## src/rtl/transmitter_physical_training_gen_pkg.sv

```systemverilog
// Shared symbols and state encoding for the transmit-side training generator.
// The receiver aligner and tab calibration use the same comma and edge pattern.
package transmitter_physical_training_gen_pkg;

  localparam logic [7:0] K28_5 = 8'hBC;
  localparam logic [7:0] D21_5 = 8'hB5;

  typedef enum logic [1:0] {
    TX_TRAIN_IDLE  = 2'd0,
    TX_TRAIN_EDGE  = 2'd1,
    TX_TRAIN_ALIGN = 2'd2,
    TX_TRAIN_LINK  = 2'd3
  } tx_train_state_e;

endpackage

```

## src/rtl/transmitter_physical_training_gen_if.sv

```systemverilog
// Upstream packet byte stream with valid/ready handshake.
interface transmitter_physical_training_gen_if;

  logic       packet_valid;
  logic       packet_k_en;
  logic [7:0] packet_byte;
  logic       packet_ready;

  modport master (output packet_valid, output packet_k_en, output packet_byte, input packet_ready);
  modport slave  (input packet_valid, input packet_k_en, input packet_byte, output packet_ready);

endinterface

```

## src/rtl/transmitter_physical_training_gen.sv

```systemverilog
// Edge-training (D21.5), comma burst (K28.5) and link pass-through with periodic
// comma insertion, feeding the 8b10b encoder with registered symbols.
module transmitter_physical_training_gen
  import transmitter_physical_training_gen_pkg::*;
#(
  parameter int EDGE_CYCLES    = 256,
  parameter int ALIGN_CYCLES   = 64,
  parameter int COMMA_INTERVAL = 1024,
  parameter int CNT_WIDTH      = 16
) (
  input  logic                                i_clk,
  input  logic                                i_rst,
  input  logic                                i_train_start,
  transmitter_physical_training_gen_if.slave  pkt_if,
  output logic                                o_enc_k_en,
  output logic [7:0]                          o_enc_byte,
  output logic                                o_train_run,
  output logic                                o_link_up
);

  localparam longint CNT_RANGE = longint'(1) << CNT_WIDTH;

  generate
    if (EDGE_CYCLES < 1 || ALIGN_CYCLES < 1 || COMMA_INTERVAL < 2 ||
        longint'(EDGE_CYCLES) > CNT_RANGE || longint'(ALIGN_CYCLES) > CNT_RANGE ||
        longint'(COMMA_INTERVAL) > CNT_RANGE) begin : g_bad_param
      $error("transmitter_physical_training_gen: phase limits out of range for CNT_WIDTH");
    end
  endgenerate

  localparam logic [CNT_WIDTH-1:0] EDGE_LAST  = CNT_WIDTH'(EDGE_CYCLES - 1);
  localparam logic [CNT_WIDTH-1:0] ALIGN_LAST = CNT_WIDTH'(ALIGN_CYCLES - 1);
  localparam logic [CNT_WIDTH-1:0] COMMA_LAST = CNT_WIDTH'(COMMA_INTERVAL - 1);
  localparam logic [CNT_WIDTH-1:0] CNT_ONE    = CNT_WIDTH'(1);

  tx_train_state_e       state_q, state_d;
  logic [CNT_WIDTH-1:0]  phase_cnt_q, phase_cnt_d;
  logic [CNT_WIDTH-1:0]  comma_cnt_q, comma_cnt_d;
  logic                  enc_k_q, enc_k_d;
  logic [7:0]            enc_byte_q, enc_byte_d;
  logic                  comma_slot;
  logic                  packet_ready;

  assign comma_slot   = (state_q == TX_TRAIN_LINK) && (comma_cnt_q == COMMA_LAST);
  assign packet_ready = (state_q == TX_TRAIN_LINK) && !comma_slot && !i_train_start;

  assign pkt_if.packet_ready = packet_ready;
  assign o_enc_k_en          = enc_k_q;
  assign o_enc_byte          = enc_byte_q;
  assign o_train_run         = (state_q == TX_TRAIN_EDGE) || (state_q == TX_TRAIN_ALIGN);
  assign o_link_up           = (state_q == TX_TRAIN_LINK);

  // The symbol register is loaded with the byte belonging to the next state,
  // so the output lines up cycle-for-cycle with o_train_run / o_link_up.
  always_comb begin
    state_d     = state_q;
    phase_cnt_d = phase_cnt_q;
    comma_cnt_d = comma_cnt_q;
    enc_k_d     = 1'b1;
    enc_byte_d  = K28_5;
    if (i_train_start) begin
      state_d     = TX_TRAIN_EDGE;
      phase_cnt_d = '0;
      comma_cnt_d = '0;
      enc_k_d     = 1'b0;
      enc_byte_d  = D21_5;
    end else begin
      case (state_q)
        TX_TRAIN_IDLE: begin
          state_d = TX_TRAIN_IDLE;
        end
        TX_TRAIN_EDGE: begin
          if (phase_cnt_q == EDGE_LAST) begin
            state_d     = TX_TRAIN_ALIGN;
            phase_cnt_d = '0;
          end else begin
            phase_cnt_d = phase_cnt_q + CNT_ONE;
            enc_k_d     = 1'b0;
            enc_byte_d  = D21_5;
          end
        end
        TX_TRAIN_ALIGN: begin
          if (phase_cnt_q == ALIGN_LAST) begin
            state_d     = TX_TRAIN_LINK;
            phase_cnt_d = '0;
            comma_cnt_d = '0;
          end else begin
            phase_cnt_d = phase_cnt_q + CNT_ONE;
          end
        end
        TX_TRAIN_LINK: begin
          comma_cnt_d = comma_slot ? '0 : comma_cnt_q + CNT_ONE;
          if (packet_ready && pkt_if.packet_valid) begin
            enc_k_d    = pkt_if.packet_k_en;
            enc_byte_d = pkt_if.packet_byte;
          end
        end
        default: begin
          state_d = TX_TRAIN_IDLE;
        end
      endcase
    end
  end

  always_ff @(posedge i_clk) begin
    if (i_rst) begin
      state_q     <= TX_TRAIN_IDLE;
      phase_cnt_q <= '0;
      comma_cnt_q <= '0;
      enc_k_q     <= 1'b1;
      enc_byte_q  <= K28_5;
    end else begin
      state_q     <= state_d;
      phase_cnt_q <= phase_cnt_d;
      comma_cnt_q <= comma_cnt_d;
      enc_k_q     <= enc_k_d;
      enc_byte_q  <= enc_byte_d;
    end
  end

endmodule

```

## src/flat_wrapper.sv

```systemverilog
// flat-port wrapper written by rule: the top's interface ports become plain ports
module transmitter_physical_training_gen_flat import transmitter_physical_training_gen_pkg::*;
#(
  parameter int EDGE_CYCLES    = 256,
  parameter int ALIGN_CYCLES   = 64,
  parameter int COMMA_INTERVAL = 1024,
  parameter int CNT_WIDTH      = 16
)
  (i_clk, i_rst, i_train_start, o_enc_k_en, o_enc_byte, o_train_run, o_link_up, pkt_if_packet_valid, pkt_if_packet_k_en, pkt_if_packet_byte, pkt_if_packet_ready);
  transmitter_physical_training_gen_if pkt_if_i ();
  input  logic i_clk;
  input  logic i_rst;
  input  logic i_train_start;
  output logic o_enc_k_en;
  output logic [7:0] o_enc_byte;
  output logic o_train_run;
  output logic o_link_up;
  input wire logic [$bits(pkt_if_i.packet_valid)-1:0] pkt_if_packet_valid;
  input wire logic [$bits(pkt_if_i.packet_k_en)-1:0] pkt_if_packet_k_en;
  input wire logic [$bits(pkt_if_i.packet_byte)-1:0] pkt_if_packet_byte;
  output wire logic [$bits(pkt_if_i.packet_ready)-1:0] pkt_if_packet_ready;
  assign pkt_if_i.packet_valid = pkt_if_packet_valid;
  assign pkt_if_i.packet_k_en = pkt_if_packet_k_en;
  assign pkt_if_i.packet_byte = pkt_if_packet_byte;
  assign pkt_if_packet_ready = pkt_if_i.packet_ready;
  transmitter_physical_training_gen #(.EDGE_CYCLES(EDGE_CYCLES), .ALIGN_CYCLES(ALIGN_CYCLES), .COMMA_INTERVAL(COMMA_INTERVAL), .CNT_WIDTH(CNT_WIDTH)) u_core (.i_clk(i_clk), .i_rst(i_rst), .i_train_start(i_train_start), .pkt_if(pkt_if_i), .o_enc_k_en(o_enc_k_en), .o_enc_byte(o_enc_byte), .o_train_run(o_train_run), .o_link_up(o_link_up));
endmodule
```

## config.mk

```make
export PLATFORM = sky130hd
export DESIGN_NAME = transmitter_physical_training_gen_flat
export DESIGN_NICKNAME = d
export VERILOG_FILES = /design/src/rtl/transmitter_physical_training_gen_pkg.sv /design/src/rtl/transmitter_physical_training_gen_if.sv /design/src/rtl/transmitter_physical_training_gen.sv /design/src/flat_wrapper.sv
export SDC_FILE = /design/constraint.sdc
export NUM_CORES = 1
export LEC_CHECK = 0
export CAP_MARGIN = 20
export CORE_ASPECT_RATIO = 0.8
export CORE_UTILIZATION = 45
export CTS_CLUSTER_DIAMETER = 50
export DETAILED_ROUTE_END_ITERATION = 10
export PLACE_DENSITY = 0.71
export SLEW_MARGIN = 20
export SYNTH_ARGS = -nofsm -noshare
export SYNTH_HDL_FRONTEND = slang
export SYNTH_SLANG_ARGS = --single-unit
```

## constraint.sdc

```tcl
create_clock -name i_clk -period 5.08 [get_ports i_clk]
set_input_delay 1.016 -clock i_clk [delete_from_list [all_inputs] [get_ports i_clk]]
set_output_delay 1.016 -clock i_clk [all_outputs]
set_load 0.01 [all_outputs]
```

=== Word level (Yosys, flattened, before mapping) ===
Index checks and enable logic that the tools add are counted.

* Register bits: 43
* Bits of input ports: 13
* Output and inout port bits: 12

* Add/sub/neg operators: 2
* Equality and inequality tests: 10
* Multiplexer cells: 18
* Reduce and logical (&&, ||, !) cells: 16

{| class="wikitable"
|+ Operators with widths
! operator !! count
|-
| 16-bit two-way mux || 4
|-
| 16-bit one-hot mux with 2 select lines || 2
|-
| 16-bit by 1-bit adder with 16-bit output, second input constant || 2
|-
| 16-bit by 10-bit == test with 1-bit output, second input constant || 1
|-
| 16-bit by 6-bit == test with 1-bit output, second input constant || 1
|-
| 16-bit by 8-bit == test with 1-bit output, second input constant || 1
|-
| 8-bit one-hot mux with 2 select lines || 1
|-
| 4-bit two-way mux || 2
|-
| 8-bit two-way mux || 1
|-
| 3-bit inequality test, second input constant || 2
|-
| 2-bit one-hot mux with 3 select lines || 1
|-
| 3-bit AND reduction || 2
|-
| 2-bit == test, second input constant || 2
|-
| 1-bit logical AND || 4
|-
| 1-bit two-way mux || 4
|-
| 2-bit two-way mux || 2
|-
| 2-bit inequality test, second input constant || 2
|-
| 2-bit nonzero test || 2
|-
| 4-bit nonzero test || 1
|-
| 3-bit nonzero test || 1
|-
| 2-bit by 1-bit == test with 1-bit output, second input constant || 1
|-
| 1-bit zero test || 2
|-
| 2-bit zero test || 1
|-
| 1-bit one-hot mux with 2 select lines || 1
|-
| other kinds (3) || 3
|}

=== Longest topological paths before layout ===
* Depth after elaboration: 9
* Gate-level depth with buffers: 9
* Gate-level depth less buffers: 8

=== Worst setup path after synthesis ===
Ideal clock, no wire load.

* Path kind: input to output
* From: input port i_train_start
* To: output port pkt_if_packet_ready
* Arrival: 1,359 ps
* Data required time: 4,064 ps
* Slack: 2,705 ps
* Cell stages on the path: 2
* Path buffers: 0
* Path through: nor2_1 -> and2_1

* Longest elaborated chain between the ends: 2

{| class="wikitable"
|+ Ends and longest elaborated chain
! element !! RTL line !! RTL
|-
| start: declaration || flat_wrapper.sv:13 || <nowiki>input logic i_train_start;</nowiki>
|-
| 1-bit zero test || transmitter_physical_training_gen.sv:45 || <nowiki>assign packet_ready = (state_q == TX_TRAIN_LINK) && !comma_slot && !i_train_start;</nowiki>
|-
| 1-bit logical AND || transmitter_physical_training_gen.sv:45 ||
|-
| end: declaration || flat_wrapper.sv:21 || <nowiki>output wire logic [$bits(pkt_if_i.packet_ready)-1:0] pkt_if_packet_ready;</nowiki>
|}

No other way between the ends.

=== Worst setup path in the final report ===
Same ends and word-level chain as after synthesis.

==> impl_metrics.json <==
{
  "ys_types": 39,
  "slew_violations": 0,
  "num_rows": 21,
  "die_y_um": 61.8,
  "crit_end": "pkt_if_packet_ready",
  "wl_per_cell_um": 12.2,
  "num-nets-final": 268,
  "vias_per_cell": 5.29,
  "setup_violations": 0,
  "final_antenna_net_count": 0,
  "area_growth_pct": 20.1,
  "critPathKind": "in -> out",
  "cts_hold_buf": 0,
  "syn_nets": 243,
  "min-delay-path-class": "reg -> reg",
  "synth_warnings": 0,
  "port_buffers": 24,
  "hold_viol": 0,
  "clock-root-buffer": "clkbuf_8",
  "required_ns": 4.06,
  "netlist_top_cells_area": "dfxtp_1 43%, xor2_1 8.7%, nor2_1 7.5%",
  "power_frac_seq_pct": 52.1,
  "timing.slew.headroom_pct": 27.2,
  "timing.final.crit_share_pct": 68.6,
  "yosysMostFrequentCell": "dfxtp_1",
  "async_reset_ff_share_pct": 0,
  "clkPwrFrac_pct": 41.2,
  "power.total_uw": 657,
  "grt_usage_pct": 17.5,
  "synth_edf_count": 0,
  "cts_buffer_depth": 2,
  "period_needed_ns": 3.49,
  "initial_utilization_pct": 47.5,
  "reg2reg_slack_ns": 2.56,
  "rsz0062_at_grt": "no",
  "synth_cells": 224,
  "core_region_area_um2": 4230,
  "internal_power_uw": 521,
  "fmax_mhz": 287,
  "cts_max_level": 2,
  "synth_common_cells": "43 x dfxtp_1, 40 x nor2_1, 20 x xor2_1",
  "dp_hpwl_mm": 2.57,
  "path_max_fanout": 6,
  "drc": 0,
  "dr_total_vias": 1623,
  "synth_seq_area_share_pct": 42.8,
  "p_leak_nw": 0.867,
  "drive_gt1_share_pct": 6.40,
  "critPathLaunchType": "input pin",
  "insertion_delay_ns": 0.30,
  "dr.pass1.iters": 4,
  "cts_resized": 0,
  "drt-total-wl_mm": 3.75,
  "outcome": "finished clean",
  "overflow": 0,
  "post-route-util_pct": 57.1,
  "synth_top_cell_by_area": "dfxtp_1",
  "die_area_um2": 4740,
  "p_switching_uw": 136,
  "max_slew.worst_pin.slew_ns": 1.09,
  "critPathArrivalTime_ns": 2.47,
  "yosys_most_used_dff": "dfxtp_1",
  "antenna_found_initial": 0,
  "postCtsSetupBuffers": 0,
  "rr_startpoint": "u_core.phase_cnt_q[0]",
  "cts_tree": "built",
  "synth.ff_latch_count": 43,
  "grt_pass1_vias": 1380,
  "syn_avg_cell_area_um2": 8.98,
  "cap_violations": 0,
  "tns_ns": 0,
  "path_clk_slew_ns": 0.08,
  "cts_buffers": 5,
  "comb_power_share_pct": 6.8,
  "die_width_um": 76.7,
  "fin_skew_ns": 0.00504,
  "synth_top_area_share_pct": 42.8,
  "peakVddDrop_uv": 150,
  "powerDensity_nw_per_um2": 272,
  "critPathLaunch": "i_train_start",
  "r2r_cells": 7,
  "endpoint_kind": "output pin",
  "gp_congestion": 0.750,
  "reg2reg_to": "u_core.comma_cnt_q[9]",
  "drt-initial-drc-count": 94,
  "ios": 25,
  "whs_path_depth": 1,
  "diodes": 0,
  "grt_pass1_wl_mm": 6.31,
  "netlist_area_um2": 2010,
  "fillerInstances": 381,
  "switching_share_pct": 20.7,
  "grt_max_degree": 19,
  "cts_num_sinks": 43
}
-- area by class of cell --
cell class / instances / area, µm² / share of cell area (%)
multi-input cells: 171 / 1110 / 46.0
well taps: 57 / 71.3 / 2.95
clock buffers: 6 / 82.6 / 3.42
repair buffers: 24 / 240 / 9.95
clock inverters: 2 / 35.0 / 1.45
inverters: 4 / 15.0 / 0.622
flip-flops and latches: 43 / 861 / 35.6
-- power groups by stage --
| stage | Combinational [mW] | Clock [mW] | Sequential [mW] |
|---|---|---|---|
| floorplan | 0.0229 | 0 | 0.351 |
| global placement | 0.0440 | 0 | 0.350 |
| detailed placement | 0.0439 | 0 | 0.350 |
| CTS | 0.0445 | 0.282 | 0.342 |
| global route | 0.0489 | 0.296 | 0.343 |
| finish | 0.0444 | 0.271 | 0.342 |
-- worst min path at each step --
| stage | end | from | slack, ns |
|---|---|---|---|
| CTS | u_core.comma_cnt_q[15] | u_core.comma_cnt_q[15] | 0.49 |
| global route | u_core.comma_cnt_q[15] | u_core.comma_cnt_q[15] | 0.53 |
| detailed placement | u_core.comma_cnt_q[9] | u_core.comma_cnt_q[9] | 0.47 |
| finish | u_core.comma_cnt_q[9] | u_core.comma_cnt_q[9] | 0.49 |
| global placement | u_core.comma_cnt_q[9] | u_core.comma_cnt_q[9] | 0.47 |
| floorplan | u_core.comma_cnt_q[9] | u_core.comma_cnt_q[9] | 0.44 |
-- metal layers --
layer	routed length, µm	part of all wire (%)	up-vias	global-route usage, %
met5	0	0	-	0
met4	62	1.7	0	9.89
met3	184	4.9	8	4.67
met2	1570	42	35	26.8
met1	1930	51	746	23.0
li1	-	-	834	-
-- logic make-up (layout without fill, tap and decap cells) --
family	after synthesis	in the layout	synth area share [%]
AOI/OAI and AO/OA	26	26	9.33
and+or+nand+nor	111	111	29.8
xor gates and xnor gates	26	26	11.3
muxes	2	2	0.996
DFF	43	43	42.8
adders and majority gates	6	6	3.73
buffers and inverters	10	36	1.99
-- state kept, by name, summed over array words and instances (netlist names) --
| name | cells |
|---|---|
| u_core.o_enc_k_en | 1 |
| u_core.comma_cnt_q | 16 |
| u_core.state_q | 2 |
| u_core.o_enc_byte | 8 |
| u_core.phase_cnt_q | 16 |
-- worst max-delay path, stage by stage --
cell and delay [ns]:
clkdlybuf4s50_1 0.51, nor2_1 0.25, and2_1 0.17, clkdlybuf4s50_1 0.53
-- cells in the final DEF, fill, tap and decap left out, types with 5 or more instances in the layout --
master	Yosys	routed
dfxtp_1	43	43
nor2_1	40	40
clkdlybuf4s50_1	0	24
xor2_1	20	20
nand2_1	14	14
nand3_1	11	11
and3_1	11	11
nand4_1	8	8
o21ai_0	7	7
and4_1	6	6
xnor2_1	6	6
ha_1	6	6
clkbuf_8	0	6
a21oi_1	5	5
-- metrics by stage --
stage | setup slack (ns) | hold slack, ns | area (µm²) | std cells
after floorplan | 2.70 | 0.444 | 2010 | 224
after CTS | 1.60 | 0.493 | 2410 | 307
after detailed placement | 1.61 | 0.473 | 2300 | 299
after global routing | 1.49 | 0.529 | 2410 | 307
after global placement | 1.63 | 0.471 | 2300 | 299
final | 1.59 | 0.493 | 2410 | 307
No activity file was read; power rests on OpenSTA's default activity.
